===== src/rtl/lfsr_prng_gen_pkg.sv =====
// Shared constants and types for the LFSR pseudo-random word generator.
// Includes the reference maximal-length tap masks used by the test fabric.
package lfsr_pkg;

  localparam logic MODE_FIB = 1'b0;
  localparam logic MODE_GAL = 1'b1;

  typedef enum logic {
    S_STEP  = 1'b0,
    S_VALID = 1'b1
  } fsm_state_t;

  localparam logic [7:0]  TAPS8_FIB  = 8'hB8;
  localparam logic [7:0]  TAPS8_GAL  = 8'h1D;
  localparam logic [15:0] TAPS16_FIB = 16'hB400;

endpackage


===== src/rtl/lfsr_prng_gen_step_comb.sv =====
// One LFSR shift, Fibonacci or Galois, as pure combinational logic.
// The zero flag lets the caller substitute its recovery seed.
module lfsr_step_comb
  import lfsr_pkg::*;
#(
  parameter int WIDTH = 16
) (
  input  logic [WIDTH-1:0] state,
  input  logic [WIDTH-1:0] taps,
  input  logic             mode,
  output logic [WIDTH-1:0] next_state,
  output logic             zero
);

  always_comb begin
    next_state = '0;
    if (mode == MODE_GAL) begin
      next_state = {state[WIDTH-2:0], 1'b0} ^ (state[WIDTH-1] ? taps : '0);
    end else begin
      next_state = {state[WIDTH-2:0], ^(state & taps)};
    end
  end

  assign zero = (next_state == '0);

endmodule


===== src/rtl/lfsr_prng_gen.sv =====
// Parametrised LFSR word generator: STEPS shifts per word, valid/ready output,
// run-time reloadable seed/taps/structure and all-zero lock-up recovery.
module lfsr_prng_gen
  import lfsr_pkg::*;
#(
  parameter int               WIDTH        = 16,
  parameter int               STEPS        = 1,
  parameter logic [WIDTH-1:0] DEFAULT_TAPS = 16'hB400,
  parameter logic [WIDTH-1:0] DEFAULT_SEED = 16'h0001,
  parameter logic             DEFAULT_MODE = 1'b0
) (
  input  logic             clk,
  input  logic             rst_n,
  input  logic             en,
  input  logic             seed_load,
  input  logic [WIDTH-1:0] seed_in,
  input  logic [WIDTH-1:0] taps_in,
  input  logic             mode_in,
  output logic             out_valid,
  input  logic             out_ready,
  output logic [WIDTH-1:0] out_data,
  output logic             lockup
);

  localparam int             CW        = $clog2(WIDTH + 1);
  localparam logic [CW-1:0]  LAST_STEP = CW'(STEPS - 1);

  logic [WIDTH-1:0] state_q, state_d;
  logic [WIDTH-1:0] taps_q, taps_d;
  logic             mode_q, mode_d;
  logic [CW-1:0]    cnt_q, cnt_d;
  fsm_state_t       fsm_q, fsm_d;
  logic [WIDTH-1:0] data_q, data_d;
  logic             lockup_q, lockup_d;

  logic [WIDTH-1:0] step_next;
  logic             step_zero;
  logic [WIDTH-1:0] step_state;
  logic             take_step;

  lfsr_step_comb #(
    .WIDTH(WIDTH)
  ) u_step (
    .state      (state_q),
    .taps       (taps_q),
    .mode       (mode_q),
    .next_state (step_next),
    .zero       (step_zero)
  );

  // A shift that would land on all-zero restarts from the default seed instead.
  assign step_state = step_zero ? DEFAULT_SEED : step_next;

  always_comb begin
    state_d   = state_q;
    taps_d    = taps_q;
    mode_d    = mode_q;
    cnt_d     = cnt_q;
    fsm_d     = fsm_q;
    data_d    = data_q;
    lockup_d  = lockup_q;
    take_step = 1'b0;

    if (seed_load) begin
      state_d  = (seed_in == '0) ? DEFAULT_SEED : seed_in;
      lockup_d = (seed_in == '0);
      taps_d   = taps_in;
      mode_d   = mode_in;
      cnt_d    = '0;
      fsm_d    = S_STEP;
    end else begin
      unique case (fsm_q)
        S_STEP:  take_step = en;
        S_VALID: begin
          if (out_ready) begin
            take_step = en;
            fsm_d     = S_STEP;
          end
        end
        default: fsm_d = S_STEP;
      endcase

      // A completed word overrides the handshake's return to S_STEP.
      if (take_step) begin
        state_d  = step_state;
        lockup_d = lockup_q | step_zero;
        if (cnt_q == LAST_STEP) begin
          cnt_d  = '0;
          data_d = step_state;
          fsm_d  = S_VALID;
        end else begin
          cnt_d = cnt_q + CW'(1);
        end
      end
    end
  end

  always_ff @(posedge clk) begin
    if (!rst_n) begin
      state_q  <= DEFAULT_SEED;
      taps_q   <= DEFAULT_TAPS;
      mode_q   <= DEFAULT_MODE;
      cnt_q    <= '0;
      fsm_q    <= S_STEP;
      data_q   <= '0;
      lockup_q <= 1'b0;
    end else begin
      state_q  <= state_d;
      taps_q   <= taps_d;
      mode_q   <= mode_d;
      cnt_q    <= cnt_d;
      fsm_q    <= fsm_d;
      data_q   <= data_d;
      lockup_q <= lockup_d;
    end
  end

  assign out_valid = (fsm_q == S_VALID);
  assign out_data  = data_q;
  assign lockup    = lockup_q;

endmodule

===== config.mk =====
export PLATFORM = sky130hd
export DESIGN_NAME = lfsr_prng_gen
export DESIGN_NICKNAME = d
export VERILOG_FILES = /design/src/rtl/lfsr_prng_gen_pkg.sv /design/src/rtl/lfsr_prng_gen_step_comb.sv /design/src/rtl/lfsr_prng_gen.sv
export SDC_FILE = /design/constraint.sdc
export NUM_CORES = 1
export LEC_CHECK = 0
export CAP_MARGIN = 20
export CORE_MARGIN = 3
export CORE_UTILIZATION = 53
export DETAILED_ROUTE_END_ITERATION = 12
export GPL_TIMING_DRIVEN = 0
export PLACE_DENSITY = 0.9
export SYNTH_ARGS = -nofsm -noshare
export SYNTH_HDL_FRONTEND = slang
export SYNTH_SLANG_ARGS = --single-unit

===== constraint.sdc =====
create_clock -name clk -period 2.48 [get_ports clk]
set_clock_uncertainty 0.05 [all_clocks]
set_input_delay 0.62 -clock clk [delete_from_list [all_inputs] [get_ports clk]]
set_output_delay 0.62 -clock clk [all_outputs]
set_load 0.02 [all_outputs]

### After elaboration in Yosys (flattened, before gate mapping)

Cells that the tools add are included.

| word-level totals | value |
|---|---|
| flip-flop bits (word level) | 56 |
| input bits | 38 |
| output and inout bits | 18 |
| logic and storage cells | 37 |

| cells by class | value |
|---|---|
| reduce and logical (&&, ||, !) cells | 7 |
| add/subtract/negate cells | 1 |
| muxes and demuxes | 16 |
| bitwise operators | 6 |

Operators by type and width:

| operator | number |
|---|---|
| two-way mux 16 bit | 6 |
| logical NOT 16 bit | 2 |
| bitwise AND 16 bit | 1 |
| parity 16 bit | 1 |
| XOR 16 bit | 1 |
| two-way mux 1 bit | 8 |
| adder 5 x 1 -> 5 bit (second input constant) | 1 |
| logical NOT 5 bit | 1 |
| two-way mux 5 bit | 1 |
| inverter 1 bit | 3 |
| AND reduction 3 bit | 1 |
| one-hot mux 1 bit (2 select lines) | 1 |
| nonzero test 2 bit | 1 |
| OR reduction 2 bit | 1 |
| bitwise OR 1 bit | 1 |

### Logic depth before layout (Yosys ltp)

| logic depth | value |
|---|---|
| depth in word-level cells | 7 |
| gate-level depth with buffers | 10 |
| gate-level depth less buffers | 7 |

### By module

A second synthesis with hierarchy kept.

| second synthesis, totals | value |
|---|---|
| cells, all modules | 391 |
| area total of the unflattened synthesis | 3393.3 um^2 |

By module, submodules not included:

| module | seq. area each (um^2) | cells each | times used | area an instance (um^2) |
|---|---|---|---|---|
| lfsr_prng_gen | 1121.1 | 271 | 1 | 2652.5 |
| lfsr_step_comb | 0.0 | 120 | 1 | 740.7 |

### Worst setup path before layout

Ideal clock, no wire load.

| timing path | value |
|---|---|
| kind | flip-flop to flip-flop |
| start point | reg state_q[15] |
| end point | reg lockup_q (netlist: lockup) |
| library setup time | 68 ps |
| arrival time | 1983 ps |
| data required time | 2362 ps |
| slack | 379 ps |
| cell stages (with the launch flop) | 10 |
| path buffers | 3 |
| clock period less this slack | 2101 ps |
| cell sequence | dfxtp_1 > buf_6 > and2_4 > buf_6 > buf_8 > a211oi_2 > o32ai_1 > or4_4 > a2111oi_4 > o2bb2ai_2 |

| between the ends | value |
|---|---|
| cells in the longest elaborated chain, start to end | 7 |
| elaborated cells on any way between the ends | 9 |
| classes of those cells | 4 x mux; 3 x bitwise; 2 x reduce/logical |

RTL lines:

| what | line | source |
|---|---|---|
| start: declaration | lfsr_prng_gen.sv:28 | `logic [WIDTH-1:0] state_q, state_d;` |
| start signal: assignment | lfsr_prng_gen.sv:108 | `state_q <= state_d;` |
| bitwise AND 16 bit or two-way mux 16 bit (tied branches) | lfsr_prng_gen_step_comb.sv:20, lfsr_prng_gen_step_comb.sv:18 |  |
| parity 16 bit or XOR 16 bit (tied branches) | lfsr_prng_gen_step_comb.sv:20, lfsr_prng_gen_step_comb.sv:18 |  |
| two-way mux 16 bit (*) | lfsr_prng_gen_step_comb.sv:17 | `if (mode == MODE_GAL) begin` |
| logical NOT 16 bit (*) | lfsr_prng_gen_step_comb.sv:24 | `assign zero = (next_state == '0);` |
| bitwise OR 1 bit (*) | lfsr_prng_gen.sv:86 | `lockup_d = lockup_q \| step_zero;` |
| two-way mux 1 bit (*) | lfsr_prng_gen.sv:84 | `if (take_step) begin` |
| two-way mux 1 bit (*) | lfsr_prng_gen.sv:64 | `if (seed_load) begin` |
| end signal: assignment | lfsr_prng_gen.sv:114 | `lockup_q <= lockup_d;` |
| end: declaration | lfsr_prng_gen.sv:34 | `logic lockup_q, lockup_d;` |

Every way passes the cells marked *; elsewhere a longest branch is shown, timed or not. The select of a mux whose other input is x is not followed.
A chain may end at the register's enable or synchronous reset.

### Worst setup path in the final report

| timing path | value |
|---|---|
| start point | reg mode_q |
| end point | reg lockup_q (netlist: lockup) |

| between the ends | value |
|---|---|
| cells in the longest elaborated chain, start to end | 5 |

RTL lines:

| what | line | source |
|---|---|---|
| start: declaration | lfsr_prng_gen.sv:30 | `logic mode_q, mode_d;` |
| start signal: assignment | lfsr_prng_gen.sv:110 | `mode_q <= mode_d;` |
| two-way mux 16 bit | lfsr_prng_gen_step_comb.sv:17 |  |
| logical NOT 16 bit | lfsr_prng_gen_step_comb.sv:24 |  |
| bitwise OR 1 bit | lfsr_prng_gen.sv:86 |  |
| two-way mux 1 bit | lfsr_prng_gen.sv:84 |  |
| two-way mux 1 bit | lfsr_prng_gen.sv:64 |  |

Every way passes these cells. The select of a mux whose other input is x is not followed.

==> impl_results.md <==
- Status: finished, final reports clean
- Power dissipated by switching net loads: 0.632 mW
- Relative contribution of sequential cells to total power: 0.513
- Setup slack, reg-to-reg: 100 ps
- Y dimension of the die: 82.6 um
- Path type of the worst setup path: flip-flop to flip-flop
- Leakage power total: 1.51 nW
- Number of max-slew violations in the final report: 0
- Top-level I/O count: 56
- DRC marker count from the first detailed-route iteration: 467
- Average cell area after synthesis: 8.44 um2
- Maximum vdd ir drop: 285 uV
- Internal Pwr Total: 1.39 mW
- Post-synth net total: 408
- Beginning of the worst hold path: out_data[2]
- Number of enable flip-flop cells after synthesis: 0
- Die Area: 0.00682 mm2
- Global placement routability congestion: 0.914
- Wire length of the first global-routing pass: 13600 um
- Clock Latency Late Sink: 320 ps
- Number of register bits inferred by synthesis: 56
- Tot GR Track Use: 0.261
- RSZ-0062 raised after global routing: yes
- Vias in the first global route: 2826
- Layout Cell Area excl Fill: 0.00382 mm2
- CP Max Fanout: 10
- Fin. Hold Viols: 0
- Standard cell with the maximum stage delay on the critical path: sky130_fd_sc_hd__or4_4
- Placeable core area: 0.00557 mm2
- TritonCTS clock tree: yes
- Required time worst endpoint: 2690 ps
- Pin count of the biggest net entering global routing: 18
- Fin crit period: 2380 ps
- Capture instance of the worst register-to-register path: lockup
- Die width: 82.6 um
- Switch share: 0.312
- Initial core utilization: 0.557
- Synth warnings: 0
- First-pass DRT Iterations: 6
- Slew @ Worst Pin: 678 ps
- Post-detail-place hpwl: 6020 um
- Ys async rst share: 0
- Data arrival at the endpoint of the critical path: 2580 ps
- Layout Area Growth over Synthesis: 23.1%
- Worst slew margin relative to its limit: 0.548
- Non-Filler Instances: 501
- Share of total power in the clock network: 0.256
- Endpoint kind of the worst setup timing path: flip-flop
- Power density of the placed cells: 529 mW/mm2
- Aggregate negative setup slack: 0 ps
- Wire length reported by the detailed router: 8320 um
- Final setup fails: 0
- Startpoint of the lowest-slack register-to-register path: mode_q
- Critical path launch point type: flip-flop
- Number of buffers created by CTS: 5
- Clock transition at the registers of the reported paths: 100 ps
- Delay contributed by the slowest stage of the critical path: 590 ps
- Final #Nets: 468
- Initial antenna violation count: 0
- Comb pwr share: 0.231
- Fraction of final layout cells with drive strength greater than 1: 0.0653
- Worst Hold End: out_data[2]
- Ordered cell list for the critical path: buf_4, nand2_2, nor4b_1, o32ai_1, or4_4, a2111oi_4, o2bb2ai_2
- Clk sink count: 56
- Placed inst area: 0.00373 mm2
- Post-synth top flop: sky130_fd_sc_hd__dfxtp_1
- Final design utilization: 0.686
- Synthesized netlist cell count: 368
- Hold Slack: 458 ps
- Port-buffer cells: 53
- Detail Route Antenna Nets: 0
- Placed cells: 493
- Detail-routed net length per standard cell: 16.6 um
- Max-cap violations: 0
- Sequential-to-total area share from yosys stat: 0.361
- Cells on worst reg2reg path: 7
- # hold bufs at CTS: 0
- Min-Delay Path Class: flip-flop to flip-flop
- DRC violation count after routing: 0
- Share of the cycle needed by the critical path after routing: 0.959
- Buffer levels on the longest clock path: 2
- Total number of vias: 2988
- Final antenna diode count: 0
- H-tree levels: 2
- GRT overflow: 0
- Via-to-Cell Ratio: 5.96
- Achievable clock frequency: 420 MHz
- Post-synthesis instance area: 0.00311 mm2
- Row count: 27
- Clock root buffer: sky130_fd_sc_hd__clkbuf_8
- Hold Path Stages: 1
- Number of distinct library cells after synthesis: 44
area by class of cell:
type	instances	area [um2]
Multi-Input combinational cell	284	1840
Fill cell	436	1750
Sequential cell	56	1120
Timing Repair Buffer	53	531
Buffer	23	133
Tap cell	72	90.1
Clock buffer	6	72.6
Inverter	5	18.8
Clock inverter	2	16.3
registers in the layout, summed over array words and instances, names as in the netlist:
register / cells
cnt_q: 5
state_q: 16
mode_q: 1
out_valid: 1
out_data: 16
lockup: 1
taps_q: 16
cell families after synthesis:
kind of cell,Yosys count,share of synthesized area
compound gates,83,0.192
xor+xnor,41,0.116
fa+ha+maj,2,0.00805
buf+inv,28,0.0483
flops,56,0.361
mux,17,0.0548
simple gates,141,0.221
placed cells by master, fill, tap and decap left out, types with 7 or more instances in the layout:
cell | netlist | routed
sky130_fd_sc_hd__o21ai_0 | 12 | 12
sky130_fd_sc_hd__mux2i_1 | 17 | 17
sky130_fd_sc_hd__nor2_1 | 25 | 25
sky130_fd_sc_hd__or2_2 | 7 | 7
sky130_fd_sc_hd__xor2_1 | 29 | 29
sky130_fd_sc_hd__o211a_1 | 14 | 14
sky130_fd_sc_hd__o32ai_1 | 7 | 7
sky130_fd_sc_hd__xnor2_1 | 12 | 12
sky130_fd_sc_hd__a21oi_1 | 25 | 25
sky130_fd_sc_hd__dfxtp_1 | 56 | 56
sky130_fd_sc_hd__nand2b_1 | 9 | 9
sky130_fd_sc_hd__a211oi_1 | 7 | 7
sky130_fd_sc_hd__clkdlybuf4s50_1 | 0 | 53
sky130_fd_sc_hd__nand2_1 | 62 | 62
sky130_fd_sc_hd__clkbuf_1 | 17 | 17
sky130_fd_sc_hd__nor2b_1 | 13 | 13
synthesized netlist by cell type, drive strengths merged (9+ instances only):
cell	count	area (um2)
nand2	63	239
dfxtp	56	1120
xor2	29	254
a21oi	25	125
nor2	25	93.8
clkbuf	17	63.8
mux2i	17	170
o21ai	17	85.1
o211a	14	140
nor2b	13	81.3
xnor2	12	105
nand2b	9	56.3
or2	9	56.3
what timing repair did:
item | 4_1_cts | 5_1_grt
gates resized for setup | 0 | 3
buffers inserted | 0 | 0
endpoints found under the setup margin | 0 | 10
critical path: cells and delay by family (launching register included):
family / cells / cell delay (ps)
DFF: 1 / 340
and+or+nand+nor: 3 / 1080
buffers and inverters: 1 / 180
AOI/OAI and AO/OA: 3 / 650
routing by layer:
metal  wire length [um]  vias up  GRT usage
met5                  0        -          0
met4                250        0     0.0866
met3                862       31     0.0488
met2               3810      190      0.427
met1               3400     1368      0.346
li1                   -     1399          -
stage by stage:
step,power [mW],setup WS [ps]
4_1_cts,2.01,123
2_1_floorplan,1.33,379
3_3_place_gp,1.50,-142
6_report,2.02,101
3_5_place_dp,1.51,-191
5_1_grt,2.11,-0.512
power by group through the flow:
stage                     sequential [mW]  clock [mW]  combinational (mW)
after floorplan                      1.06           0               0.270
after global placement               1.05           0               0.445
after detailed placement             1.05           0               0.456
after CTS                            1.04       0.513               0.461
after global routing                 1.05       0.547               0.513
final                                1.04       0.517               0.468
worst max-delay path by stage:
stage	startpoint	end	slack, ps
2_1_floorplan	state_q[15]	lockup	380
3_3_place_gp	out_ready	state_q[8]	-140
3_5_place_dp	out_ready	state_q[8]	-190
4_1_cts	mode_q	lockup	120
5_1_grt	out_ready	state_q[8]	-0.5
6_report	mode_q	lockup	100
No activity file was read; power rests on OpenSTA's default activity.
